==> src/rtl/uart_frame_rx_unit_pkg.sv <==
// Shared constants, state encodings and payload type for the UART frame receiver.
package uart_frame_rx_unit_pkg;

  localparam logic [7:0]  SYNC_BYTE_DEFAULT  = 8'hAA;
  localparam int unsigned PAYLOAD_BYTES      = 8;
  localparam int unsigned OVERSAMPLE         = 16;
  localparam int unsigned SAMPLE_POINT       = 8;
  localparam int unsigned BITS_PER_BYTE_TIME = 10;

  typedef enum logic [1:0] {
    BYTE_IDLE,
    BYTE_START,
    BYTE_DATA,
    BYTE_STOP
  } byte_state_e;

  typedef enum logic [1:0] {
    FRM_HUNT,
    FRM_PAYLOAD,
    FRM_CHECK
  } frame_state_e;

  typedef struct packed {
    logic [31:0] word1;
    logic [31:0] word2;
  } frame_words_t;

  // Oversample divider: round(clk / (baud * 16)), never below 1
  function automatic int unsigned calc_div(int unsigned clk_hz, int unsigned baud);
    int unsigned den;
    int unsigned d;
    den = baud * OVERSAMPLE;
    d   = (clk_hz + den / 2) / den;
    return (d < 1) ? 1 : d;
  endfunction

endpackage

==> src/rtl/uart_byte_rx.sv <==
// Byte receiver: input synchroniser, 16x oversample tick and start/data/stop FSM.
module uart_byte_rx
  import uart_frame_rx_unit_pkg::*;
#(
  parameter int unsigned DIV = 1
) (
  input  logic       clk,
  input  logic       rst_n,
  input  logic       rx_async,
  output logic       tick,
  output logic [7:0] byte_data,
  output logic       byte_done,
  output logic       byte_ferr
);

  localparam int unsigned DIV_W = (DIV > 1) ? $clog2(DIV) : 1;
  localparam int unsigned OS_W  = $clog2(OVERSAMPLE);
  localparam logic [OS_W-1:0] SAMPLE_IDX = OS_W'(SAMPLE_POINT - 1);

  logic [1:0]       sync_q;
  logic             rx_prev;
  logic             rx_s;
  logic [DIV_W-1:0] div_cnt;
  logic [OS_W-1:0]  os_cnt;
  logic [2:0]       bit_cnt;
  logic [7:0]       shift_q;
  byte_state_e      state;

  assign rx_s = sync_q[1];

  // Two-flop synchroniser plus one delayed copy for edge detection
  always_ff @(posedge clk or negedge rst_n) begin
    if (!rst_n) begin
      sync_q  <= 2'b11;
      rx_prev <= 1'b1;
    end else begin
      sync_q  <= {sync_q[0], rx_async};
      rx_prev <= rx_s;
    end
  end

  // Free-running oversample tick divider
  always_ff @(posedge clk or negedge rst_n) begin
    if (!rst_n) begin
      div_cnt <= '0;
      tick    <= 1'b0;
    end else if (div_cnt == DIV_W'(DIV - 1)) begin
      div_cnt <= '0;
      tick    <= 1'b1;
    end else begin
      div_cnt <= div_cnt + DIV_W'(1);
      tick    <= 1'b0;
    end
  end

  // Byte FSM: each bit sampled on the 8th tick of its bit period
  always_ff @(posedge clk or negedge rst_n) begin
    if (!rst_n) begin
      state     <= BYTE_IDLE;
      os_cnt    <= '0;
      bit_cnt   <= '0;
      shift_q   <= '0;
      byte_data <= '0;
      byte_done <= 1'b0;
      byte_ferr <= 1'b0;
    end else begin
      byte_done <= 1'b0;
      byte_ferr <= 1'b0;
      case (state)
        BYTE_IDLE: begin
          if (rx_prev && !rx_s) begin
            state  <= BYTE_START;
            os_cnt <= '0;
          end
        end
        BYTE_START: begin
          if (tick) begin
            os_cnt <= os_cnt + OS_W'(1);
            if (os_cnt == SAMPLE_IDX) begin
              state   <= rx_s ? BYTE_IDLE : BYTE_DATA;
              bit_cnt <= '0;
            end
          end
        end
        BYTE_DATA: begin
          if (tick) begin
            os_cnt <= os_cnt + OS_W'(1);
            if (os_cnt == SAMPLE_IDX) begin
              shift_q <= {rx_s, shift_q[7:1]};
              bit_cnt <= bit_cnt + 3'd1;
              if (bit_cnt == 3'd7) state <= BYTE_STOP;
            end
          end
        end
        BYTE_STOP: begin
          if (tick) begin
            os_cnt <= os_cnt + OS_W'(1);
            if (os_cnt == SAMPLE_IDX) begin
              state <= BYTE_IDLE;
              if (rx_s) begin
                byte_done <= 1'b1;
                byte_data <= shift_q;
              end else begin
                byte_ferr <= 1'b1;
              end
            end
          end
        end
        default: state <= BYTE_IDLE;
      endcase
    end
  end

endmodule

==> src/rtl/uart_frame_rx_unit.sv <==
// UART command-frame receiver: sync hunt, 8-byte payload assembly, timeout and
// a one-entry valid/ready output buffer. Optional checksum byte is enabled by
// defining UART_FRAME_CHECKSUM_EN.
module uart_frame_rx_unit
  import uart_frame_rx_unit_pkg::*;
#(
  parameter int unsigned CLK_FREQ_HZ   = 50000000,
  parameter int unsigned BAUD_RATE     = 115200,
  parameter logic [7:0]  SYNC_BYTE     = SYNC_BYTE_DEFAULT,
  parameter int unsigned TIMEOUT_BYTES = 4
) (
  input  logic        sys_clk,
  input  logic        reset_n,
  input  logic        uart_rx_in,
  output logic [31:0] rx_data1_out,
  output logic [31:0] rx_data2_out,
  output logic        rx_valid_out,
  input  logic        rx_ready_in,
  output logic        frame_err_out,
  output logic        overrun_out
);

  localparam int unsigned DIV      = calc_div(CLK_FREQ_HZ, BAUD_RATE);
  localparam int unsigned TO_TICKS = TIMEOUT_BYTES * BITS_PER_BYTE_TIME * OVERSAMPLE;
  localparam int unsigned TO_W     = $clog2(TO_TICKS + 1);
  localparam int unsigned IDX_W    = $clog2(PAYLOAD_BYTES);
  localparam logic [IDX_W-1:0] IDX_LAST = IDX_W'(PAYLOAD_BYTES - 1);

  logic             tick;
  logic [7:0]       byte_data;
  logic             byte_done;
  logic             byte_ferr;
  frame_state_e     state;
  logic [IDX_W-1:0] idx;
  logic [63:0]      asm_q;
  logic [TO_W-1:0]  to_cnt;
  logic             complete_c;
  frame_words_t     frame_c;
`ifdef UART_FRAME_CHECKSUM_EN
  logic [7:0]       sum_q;
`endif

  uart_byte_rx #(.DIV(DIV)) u_byte_rx (
    .clk       (sys_clk),
    .rst_n     (reset_n),
    .rx_async  (uart_rx_in),
    .tick      (tick),
    .byte_data (byte_data),
    .byte_done (byte_done),
    .byte_ferr (byte_ferr)
  );

  // Frame completion strobe and the words it would deliver
  always_comb begin
    complete_c = 1'b0;
    frame_c    = frame_words_t'({asm_q[55:0], byte_data});
`ifdef UART_FRAME_CHECKSUM_EN
    if (byte_done && state == FRM_CHECK && byte_data == sum_q) begin
      complete_c = 1'b1;
      frame_c    = frame_words_t'(asm_q);
    end
`else
    if (byte_done && state == FRM_PAYLOAD && idx == IDX_LAST) complete_c = 1'b1;
`endif
  end

  // Frame FSM: sync hunt, payload collection, checksum and inter-byte timeout
  always_ff @(posedge sys_clk or negedge reset_n) begin
    if (!reset_n) begin
      state         <= FRM_HUNT;
      idx           <= '0;
      asm_q         <= '0;
      to_cnt        <= '0;
      frame_err_out <= 1'b0;
`ifdef UART_FRAME_CHECKSUM_EN
      sum_q         <= '0;
`endif
    end else begin
      frame_err_out <= 1'b0;
      if (byte_ferr) begin
        frame_err_out <= 1'b1;
        state         <= FRM_HUNT;
        to_cnt        <= '0;
      end else if (byte_done) begin
        to_cnt <= '0;
        case (state)
          FRM_HUNT: begin
            if (byte_data == SYNC_BYTE) begin
              state <= FRM_PAYLOAD;
              idx   <= '0;
`ifdef UART_FRAME_CHECKSUM_EN
              sum_q <= '0;
`endif
            end
          end
          FRM_PAYLOAD: begin
            asm_q <= {asm_q[55:0], byte_data};
            idx   <= idx + IDX_W'(1);
`ifdef UART_FRAME_CHECKSUM_EN
            sum_q <= sum_q + byte_data;
            if (idx == IDX_LAST) state <= FRM_CHECK;
`else
            if (idx == IDX_LAST) state <= FRM_HUNT;
`endif
          end
`ifdef UART_FRAME_CHECKSUM_EN
          FRM_CHECK: begin
            state <= FRM_HUNT;
            if (byte_data != sum_q) frame_err_out <= 1'b1;
          end
`endif
          default: state <= FRM_HUNT;
        endcase
      end else if (state != FRM_HUNT && tick) begin
        if (to_cnt == TO_W'(TO_TICKS - 1)) begin
          frame_err_out <= 1'b1;
          state         <= FRM_HUNT;
          to_cnt        <= '0;
        end else begin
          to_cnt <= to_cnt + TO_W'(1);
        end
      end
    end
  end

  // One-entry output buffer; a completion that finds it held is dropped
  always_ff @(posedge sys_clk or negedge reset_n) begin
    if (!reset_n) begin
      rx_data1_out <= '0;
      rx_data2_out <= '0;
      rx_valid_out <= 1'b0;
      overrun_out  <= 1'b0;
    end else begin
      overrun_out <= 1'b0;
      if (complete_c) begin
        if (rx_valid_out && !rx_ready_in) begin
          overrun_out <= 1'b1;
        end else begin
          rx_data1_out <= frame_c.word1;
          rx_data2_out <= frame_c.word2;
          rx_valid_out <= 1'b1;
        end
      end else if (rx_valid_out && rx_ready_in) begin
        rx_valid_out <= 1'b0;
      end
    end
  end

endmodule

==> config.mk <==
export PLATFORM = sky130hd
export DESIGN_NAME = uart_frame_rx_unit
export DESIGN_NICKNAME = d
export VERILOG_FILES = /design/src/rtl/uart_frame_rx_unit_pkg.sv /design/src/rtl/uart_byte_rx.sv /design/src/rtl/uart_frame_rx_unit.sv
export SDC_FILE = /design/constraint.sdc
export NUM_CORES = 1
export LEC_CHECK = 0
export BUFFER_PORTS_ARGS = -buffer_cell sky130_fd_sc_hd__buf_2
export CAP_MARGIN = 25
export CORE_MARGIN = 2
export CORE_UTILIZATION = 50
export DETAILED_ROUTE_END_ITERATION = 10
export PLACE_DENSITY_LB_ADDON = 0.3
export SYNTH_ARGS = -nofsm -noshare
export SYNTH_HDL_FRONTEND = slang
export SYNTH_SLANG_ARGS = --single-unit
==> constraint.sdc <==
create_clock -name sys_clk -period 2.1 [get_ports sys_clk]
set_input_delay 0.105 -clock sys_clk [delete_from_list [all_inputs] [get_ports sys_clk]]
set_output_delay 0.105 -clock sys_clk [all_outputs]
set_load 0.02 [all_outputs]
# Word level (Yosys, flattened, before mapping)
# Index checks and enable logic that the tools add are counted.
[totals]
input_bits = 4
regBits = 174
wordCells = 128
[op_classes]
reduce_logical = 27
bitwise_logic = 2
addsub = 5
eq_ne = 23
mux = 51
[op_table]
columns = ["op", "n"]
rows = [
  ["$mux W10", 4],
  ["$mux W2", 15],
  ["$mux W1", 19],
  ["$ne A2 B1 Y1 const B", 9],
  ["$mux W3", 5],
  ["$pmux W3 S2", 2],
  ["$reduce_and A4 Y1", 3],
  ["$add A10 B1 Y10 const B", 1],
  ["$eq A10 B10 Y1 const B", 1],
  ["$eq A8 B8 Y1 const B", 1],
  ["$mux W4", 2],
  ["$ne A4 B4 Y1 const B", 2],
  ["$pmux W2 S4", 1],
  ["$pmux W4 S2", 1],
  ["$reduce_and A8 Y1", 1],
  ["$reduce_bool A2 Y1", 4],
  ["$add A3 B1 Y3 const B", 2],
  ["$eq A3 B3 Y1 const B", 2],
  ["$logic_and A1 B1 Y1", 6],
  ["$reduce_and A2 Y1", 3],
  ["$reduce_and A3 Y1", 2],
  ["$reduce_bool A3 Y1", 2],
  ["$add A5 B1 Y5 const B", 1],
  ["$eq A5 B5 Y1 const B", 1],
  ["other kinds (12)", 18],
]

# Longest topological paths before layout
# Gate-level depths: netlist (run 1).
[depth]
word_depth = 6
depth_mapped = 7
ltp_nobuf = 5

# By module
# A second synthesis (run 1) with hierarchy kept.
[unflattened]
hier_cells = 573
hier_area_um2 = 7225.7
[modules_own_cells]
columns = ["module", "cells_each", "seq_area_each_um2", "area_per_inst_um2", "n_inst"]
rows = [
  ["uart_frame_rx_unit", 456, 3428.3, 5671.7, 1],
  ["uart_byte_rx", 117, 904.6, 1554.0, 1],
]

# Worst setup path before layout (run 1)
# OpenSTA, ideal clock, no wires.
[synth_path]
kind = "reg2reg"
startpoint = "register u_byte_rx.os_cnt[1]"
endpoint = "register u_byte_rx.shift_q[0]"
path_slack_ns = 0.416
n_path_buf = 1
period_less_slack_ns = 1.684
arrival_time_ns = 1.560
stages_incl_launch_ff = 6
required_time_ns = 1.975
cell_sequence = "dfrtp_1 ha_1 and4b_1 buf_4 nor3b_4 mux2_2"
[synth_via]
elab_chain_len = 2
[synth_lines]
columns = ["item", "line", "rtl"]
rows = [
  ["from (decl)", "uart_byte_rx.sv:24", "logic [OS_W-1:0] os_cnt;"],
  ["from (signal assigned)", "uart_byte_rx.sv:78", "os_cnt <= os_cnt + OS_W'(1);"],
  ["from (signal assigned)", "uart_byte_rx.sv:87", "os_cnt <= os_cnt + OS_W'(1);"],
  ["from (signal assigned)", "uart_byte_rx.sv:97", "os_cnt <= os_cnt + OS_W'(1);"],
  ["$eq A4 B3 Y1", "uart_byte_rx.sv:88", "if (os_cnt == SAMPLE_IDX) begin"],
  ["$reduce_and A3 Y1 (no line)", "--", ""],
  ["to (signal assigned)", "uart_byte_rx.sv:89", "shift_q <= {rx_s, shift_q[7:1]};"],
  ["to (decl)", "uart_byte_rx.sv:26", "logic [7:0] shift_q;"],
]
# No other way between the ends.
# A chain may end at the register's enable or synchronous reset.

# Worst setup path in the final report (run 1)
[layout_path]
startpoint = "register u_byte_rx.os_cnt[0]"
endpoint = "register u_byte_rx.shift_q[0]"
# Same word-level chain as after synthesis.

==> impl_metrics.tcl, run 1 <==
set metrics [dict create \
    max_slew_headroom 0.573 \
    port_buffers 70 \
    drt_iter0_markers 321 \
    first_global_vias 4466 \
    synth-main-ff-cell "sky130_fd_sc_hd__dfrtp_1" \
    rsz_0062_raised_after_global_routing "no" \
    post_drt_wl_per_cell_um 15.2 \
    number_of_setup_violations_in_the_final_report 0 \
    synth_top_area_frac 0.620 \
    pre_cts_slack_ns 0.164 \
    drt-pass1-iter-count 4 \
    route.detailed.drc 0 \
    startpoint "u_byte_rx.os_cnt[0]$_DFFE_PN0P_" \
    path_clk_slew_ns 0.06 \
    min-delay-path-class "in -> reg" \
    tritoncts "yes" \
    yosysWarnings 0 \
    synth_largest_area_cell "sky130_fd_sc_hd__dfrtp_1" \
    crit_chain "ha_1, and4b_1, nor3b_4, mux2_2" \
    hpwl_dp_mm 8.60 \
    hold_violations 0 \
    max_cap_violations 0 \
    grt_antenna_before_repair 0 \
    fin_worst_skew_ns 0.00577 \
    totalNegativeSetupSlack_ns 0 \
    grt.overflow.total 0 \
    gp_routability_congestion 0.815 \
    boundaryPins 71 \
    worst-slew-pin-transition_ns 0.641 \
    p_per_area_nw_per_um2 829 \
    finish.net_count 670 \
    vias 4399 \
    synth_top_cells_by_count "186 x sky130_fd_sc_hd__nand2_1, 170 x sky130_fd_sc_hd__dfrtp_1, 80 x sky130_fd_sc_hd__mux2_2" \
    critical_path_required_ns 2.41 \
    cpMaxStageDelayCell "sky130_fd_sc_hd__nor3b_4" \
    clock_sinks 173 \
    synth.avg_cell_area_um2 11.8 \
    cts.path.max_buffers 2 \
    die_area_um2 14700 \
    edff_count_synth 0 \
    report.final.slew_viol_count 0 \
    synth.distinct_cells 41 \
    die_height_um 121 \
    hold_start "rx_ready_in" \
    startpoint_type "register" \
    floorplan.die.width_um 121 \
    grt_first_pass_wirelength_mm 22.0 \
    share_of_the_cycle_needed_by_the_critical_path_after_routing 0.939 \
    ir_drop_uv 513 \
    initial_core_util 0.516 \
    final_antenna_net_count 0 \
    grt_usage 0.193 \
    share_of_synthesized_flip_flops_with_an_asynchronous_set_or_reset 1.00 \
    outcome "finished, final reports clean" \
    htree_levels 4 \
    synthesis.area_um2 6860 \
    buffer_and_inverter_count_on_the_worst_path 0 \
    crit_path_max_incr_delay_ns 0.46 \
    synthTopCellsByArea "sky130_fd_sc_hd__dfrtp_1 62%, sky130_fd_sc_hd__mux2_2 13%, sky130_fd_sc_hd__nand2_1 10%" \
    detail_route.wirelength_mm 12.8 \
    synth_most_common_cell "sky130_fd_sc_hd__nand2_1" \
    antennaDiodeCount 0 \
    cp-end-kind "register" \
    post_cts_resized 0 \
    critPathTopFamily "simple AND/OR/NAND/NOR gates" \
    achievable-frequency_mhz 507 \
    post_cts_hold_buffer_count 2 \
    numCtsBuffers 17 \
    grt_max_degree 70 \
    layout_setup_ws_ns 0.129 \
    min_period_ns 1.97 \
    critPathArrivalTime_ns 2.28 \
    fp.coreArea_um2 13300 \
    critical_path_class "reg -> reg" \
    fin_hold_ws_ns 0.00906 \
    syn-instance-count 581 \
    path_max_fanout 9 \
    register_bit_count_reported_by_yosys 173 \
    placementRows 42 \
    cts_root_buffer "sky130_fd_sc_hd__clkbuf_16" \
    post_drt_via_cell_ratio 5.21 \
    timing.reg2reg.setup_slack_ns 0.13 \
    areaGrowthSynthToFinish_pct 17.6 \
    seq_area_frac_synth 0.632 \
    filler_cell_count 1068 \
    cts_post_setup_buffers_inserted 0 \
    syn_nets 593 \
    clk-insertion-delay-late_ns 0.43 \
    p_leak_nw 4.37 \
    timing.rr.start "u_byte_rx.os_cnt[0]$_DFFE_PN0P_" \
    drive_gt1_frac 0.303 \
]
-- registers in the layout, indices dropped and copies added, names as in the netlist, 2 cells and up, named ones only --
register,cells
asm_q,56
idx,3
rx_data1_out,32
rx_data2_out,32
to_cnt,10
u_byte_rx.bit_cnt,3
u_byte_rx.byte_data,8
u_byte_rx.div_cnt,5
u_byte_rx.os_cnt,4
u_byte_rx.shift_q,8
u_byte_rx.sync_q,2
-- worst paths after layout --
path                                                          to  depth (start not counted)
max in group asynchronous            u_byte_rx.rx_prev$_DFF_PN1_                          3
worst max register to register  u_byte_rx.shift_q[0]$_DFFE_PN0P_                          4
min in group asynchronous                  asm_q[52]$_DFFE_PN0P_                          2
worst min register to register     u_byte_rx.sync_q[1]$_DFF_PN1_                          0
worst min-delay path                       overrun_out$_DFF_PN0_                          3
worst max-delay path            u_byte_rx.shift_q[0]$_DFFE_PN0P_                          4
-- layout make-up --
type | instances | area (um^2) | area share
Sequential cell | 173 | 4330 | 0.537
Timing Repair Buffer | 85 | 499 | 0.0619
Clock buffer | 22 | 494 | 0.0613
Multi-Input combinational cell | 377 | 2370 | 0.294
Inverter | 4 | 15.0 | 0.00186
Tap cell | 176 | 220 | 0.0273
Clock inverter | 8 | 131 | 0.0163
-- metrics by stage --
| step | area, um^2 | utilization | power (mW) | cells |
|---|---|---|---|---|
| floorplan | 6860 | - | 3.40 | 581 |
| global placement | 7420 | 0.558 | 3.48 | 813 |
| detailed placement | 7420 | 0.558 | 3.49 | 813 |
| CTS | 8070 | 0.607 | 6.74 | 845 |
| global route | 8070 | 0.607 | 6.89 | 845 |
| finish | 8070 | 0.607 | 6.69 | 845 |
-- cells in the final DEF (no fill, tap or decap), types with 2 or more instances in the layout --
cell	synthesis	final
sky130_fd_sc_hd__buf_4	10	11
sky130_fd_sc_hd__o21ai_1	2	2
sky130_fd_sc_hd__dfrtp_1	170	170
sky130_fd_sc_hd__inv_1	4	4
sky130_fd_sc_hd__clkbuf_16	0	17
sky130_fd_sc_hd__and3_1	3	3
sky130_fd_sc_hd__nor2_1	20	20
sky130_fd_sc_hd__xnor2_1	9	9
sky130_fd_sc_hd__buf_2	8	69
sky130_fd_sc_hd__o21ai_0	13	13
sky130_fd_sc_hd__and4b_1	2	2
sky130_fd_sc_hd__ha_1	8	8
sky130_fd_sc_hd__buf_12	0	2
sky130_fd_sc_hd__nor3_1	6	6
sky130_fd_sc_hd__clkinv_4	0	2
sky130_fd_sc_hd__clkbuf_8	0	5
sky130_fd_sc_hd__dlygate4sd3_1	0	2
sky130_fd_sc_hd__nand3_1	7	7
sky130_fd_sc_hd__nor2b_1	5	4
sky130_fd_sc_hd__mux2_2	80	80
sky130_fd_sc_hd__o31ai_1	3	3
sky130_fd_sc_hd__dfstp_2	3	3
sky130_fd_sc_hd__nand2b_1	2	2
sky130_fd_sc_hd__a21boi_0	2	2
sky130_fd_sc_hd__nand4_1	3	3
sky130_fd_sc_hd__or4bb_1	2	2
sky130_fd_sc_hd__bufinv_16	0	3
sky130_fd_sc_hd__nand2_1	186	185
sky130_fd_sc_hd__a22o_1	5	5
sky130_fd_sc_hd__a21oi_1	3	3
-- where the power goes --
group	switching, mW	internal [mW]	leakage, nW	total [mW]
combinational	0.0653	0.0162	1.68	0.0815
clock	1.24	2.02	0.306	3.27
sequential	0.00227	3.34	2.38	3.34
total	1.31	5.38	4.37	6.69
-- logic make-up after synthesis --
logic type,after synthesis,synth area share
buf+inv,31,0.0239
flops,173,0.632
xor+xnor,10,0.0128
simple gates,245,0.152
fa+ha+maj,8,0.0146
compound gates,32,0.0305
mux,82,0.134
-- tightest hold or removal path, stage by stage --
cell	delay [ns]
sky130_fd_sc_hd__buf_2	0.07
sky130_fd_sc_hd__nand2b_1	0.16
sky130_fd_sc_hd__nor2_1	0.06
-- per-layer routing --
layer / routed length, um / global-route usage / up-vias / part of all wire
met5: 0 / 0 / - / 0
met4: 261 / 0.0734 / 0 / 0.020
met3: 503 / 0.0461 / 22 / 0.039
met2: 6410 / 0.310 / 90 / 0.50
met1: 5660 / 0.254 / 2193 / 0.44
li1: - / - / 2094 / -
No activity file was read; power rests on OpenSTA's default activity.
==> run 2, diff against run 1 <==
--- a/config.mk
+++ b/config.mk
@@ -5,6 +5,7 @@
 export SDC_FILE = /design/constraint.sdc
 export NUM_CORES = 1
 export LEC_CHECK = 0
+export ABC_AREA = 1
 export BUFFER_PORTS_ARGS = -buffer_cell sky130_fd_sc_hd__buf_2
 export CAP_MARGIN = 25
 export CORE_MARGIN = 2
==> impl_metrics.tcl, run 2 <==
set metrics [dict create \
    gp_routability_congestion 0.828 \
    rsz_0062_raised_after_global_routing "no" \
    grt_first_pass_wirelength_mm 22.1 \
    synth_area_in_compound_gates 0.114 \
    cts_root_buffer "sky130_fd_sc_hd__clkbuf_16" \
    startpoint_type "register" \
    max_cap_violations 0 \
    grt_antenna_before_repair 0 \
    port_buffers 70 \
    grt_max_degree 70 \
    critical_path_required_ns 2.39 \
    adder_cell_share_of_the_synthesized_area 0.0145 \
    synthesis.area_um2 6920 \
    synth.area.mux_share 0.0174 \
    fp.coreArea_um2 13400 \
    top_layer_used "met4" \
    cts_post_setup_buffers_inserted 0 \
    reg.largest.list "asm_q x56, rx_data1_out x32, rx_data2_out x32" \
    drt-pass1-iter-count 5 \
    finish.net_count 774 \
    achievable-frequency_mhz 548 \
    post_synth_and_or_nand_nor_area_fraction 0.143 \
    yosysWarnings 0 \
    syn-instance-count 690 \
    met3_length_um 605 \
    clk-insertion-delay-late_ns 0.43 \
    critical_path_class "reg -> reg" \
    vias 4811 \
    synth_largest_area_cell "sky130_fd_sc_hd__dfrtp_1" \
    totalNegativeSetupSlack_ns 0 \
    p_per_area_nw_per_um2 797 \
    synth.distinct_cells 33 \
    seq_area_frac_synth 0.626 \
    boundaryPins 71 \
    detail_route.wirelength_mm 13.0 \
    synth.avg_cell_area_um2 10.0 \
    largest_register_ff_count 56 \
    synth_top_area_frac 0.615 \
    antennaDiodeCount 0 \
    min_period_ns 1.83 \
    die_height_um 122 \
    share_of_synthesized_flip_flops_with_an_asynchronous_set_or_reset 1.00 \
    post_drt_wl_per_cell_um 13.7 \
    synth_most_common_cell "sky130_fd_sc_hd__dfrtp_1" \
    cts.path.max_buffers 2 \
    detail_route.wirelength.met1_mm 5.71 \
    registers.top_by_ff_count "asm_q" \
    synthXorXnorAreaFrac 0.00380 \
    wl_met2_mm 6.47 \
    pre_cts_slack_ns 0.289 \
    cp-end-kind "register" \
    first_global_vias 4786 \
    tritoncts "yes" \
    layout_setup_ws_ns 0.275 \
    fin_worst_skew_ns 0.00772 \
    multi_input_area_um2 2030 \
    min-delay-path-class "in -> reg" \
    fin_hold_ws_ns 0.0569 \
    timing.rr.start "idx[0]$_DFFE_PN0P_" \
    numCtsBuffers 17 \
    reg2regPathDepth 6 \
    worst-slew-pin-transition_ns 0.555 \
    grt.overflow.total 0 \
    total_power_mw 6.34 \
    max_slew_headroom 0.630 \
    areaGrowthSynthToFinish_pct 14.9 \
    outcome "finished, final reports clean" \
    hold_violations 0 \
    die_area_um2 14800 \
    htree_levels 4 \
    drive_gt1_frac 0.176 \
    edff_count_synth 0 \
    mostFrequentLayoutCell "sky130_fd_sc_hd__dfrtp_1" \
    combinational_family_with_the_most_area_after_synthesis "simple AND/OR/NAND/NOR gates" \
    grt_usage 0.190 \
    share_of_the_cycle_needed_by_the_critical_path_after_routing 0.869 \
    report.final.slew_viol_count 0 \
    clock_sinks 173 \
    filler_cell_count 1147 \
    drt_iter0_markers 427 \
    ir_drop_uv 487 \
    startpoint "idx[0]$_DFFE_PN0P_" \
    floorplan.die.width_um 122 \
    p_leak_nw 3.88 \
    highest_count_cells_in_the_layout_ignoring_fill_and_taps "170 x sky130_fd_sc_hd__dfrtp_1, 169 x sky130_fd_sc_hd__nand2_1, 85 x sky130_fd_sc_hd__inv_1" \
    timing.reg2reg.setup_slack_ns 0.27 \
    syn_nets 702 \
    route.detailed.drc 0 \
    number_of_setup_violations_in_the_final_report 0 \
    hpwl_dp_mm 8.81 \
    placementRows 42 \
    critPathArrivalTime_ns 2.12 \
    synth_top_cells_by_count "170 x sky130_fd_sc_hd__dfrtp_1, 169 x sky130_fd_sc_hd__nand2_1, 85 x sky130_fd_sc_hd__inv_1" \
    register_bit_count_reported_by_yosys 173 \
    synthTopCellsByArea "sky130_fd_sc_hd__dfrtp_1 61%, sky130_fd_sc_hd__nand2_1 9.2%, sky130_fd_sc_hd__o21ai_0 5.3%" \
    critical_r2r_capture "rx_data1_out[2]$_DFFE_PN0P_" \
    hold_start "rx_ready_in" \
    post_drt_via_cell_ratio 5.06 \
    hold_path_depth 4 \
    sequential_cell_area_um2 4330 \
    final_antenna_net_count 0 \
    initial_core_util 0.517 \
    path_max_fanout 31 \
    hold_end "rx_valid_out$_DFFE_PN0P_" \
    synth-main-ff-cell "sky130_fd_sc_hd__dfrtp_1" \
    path_clk_slew_ns 0.06 \
]
==> run 2: report_power, final <==
group | leakage (nW) | internal (mW) | switching [mW]
combinational | 1.23 | 0.0148 | 0.0655
sequential | 2.38 | 3.34 | 0.00292
clock | 0.267 | 1.71 | 1.20
total | 3.88 | 5.07 | 1.27
==> run 2: per-layer routing <==
layer  up-vias  global-route usage
met1      2358               0.248
met4         0              0.0797
met2        95               0.305
met5         -                   0
li1       2341                   -
met3        17              0.0501
==> run 2: final cells by class <==
cell class,instances,share of cell area
sequential,173,0.545
multi-input combinational,402,0.256
timing repair buffer,81,0.0621
clock buffer,25,0.0610
inverter,87,0.0411
tap,176,0.0277
clock inverter,6,0.00771
==> run 2: repair_timing <==
item,4_1_cts,5_1_grt
hold endpoints to repair,55,0
resized for setup,0,0
setup endpoints to repair,0,0
hold buffers,2,0
==> run 2: critical path, stage by stage (launching register included) <==
cell and delay [ns]:
sky130_fd_sc_hd__dfrtp_1 0.36, sky130_fd_sc_hd__ha_1 0.16, sky130_fd_sc_hd__ha_1 0.22, sky130_fd_sc_hd__nand4_4 0.38, sky130_fd_sc_hd__buf_4 0.39, sky130_fd_sc_hd__nand2_1 0.09
sky130_fd_sc_hd__o21ai_1 0.08
==> run 2: worst max path at each step <==
stage	to	cells after the start
global route	rx_data1_out[2]$_DFFE_PN0P_	6
floorplan	rx_data1_out[24]$_DFFE_PN0P_	5
CTS	rx_data1_out[2]$_DFFE_PN0P_	6
finish	rx_data1_out[2]$_DFFE_PN0P_	6
detailed placement	rx_data1_out[15]$_DFFE_PN0P_	6
global placement	rx_data1_out[15]$_DFFE_PN0P_	6
==> run 2: kinds of logic (layout without fill, tap and decap cells) <==
logic type               Yosys count  count (layout)
adder cells (fa/ha/maj)            8               8
AO/OA/AOI/OAI                    151             151
XOR/XNOR                           3               3
buffers and inverters            115             199
AND/OR/NAND/NOR                  232             232
flip-flops                       173             173
multiplexers                       8               8
==> run 2: metrics by stage <==
| step | instance area (um^2) | utilization | std cells |
|---|---|---|---|
| after detailed placement | 7390 | 0.551 | 917 |
| after global routing | 7950 | 0.594 | 950 |
| after global placement | 7390 | 0.551 | 917 |
| final | 7950 | 0.594 | 950 |
| after floorplan | 6920 | - | 690 |
| after CTS | 7950 | 0.594 | 950 |
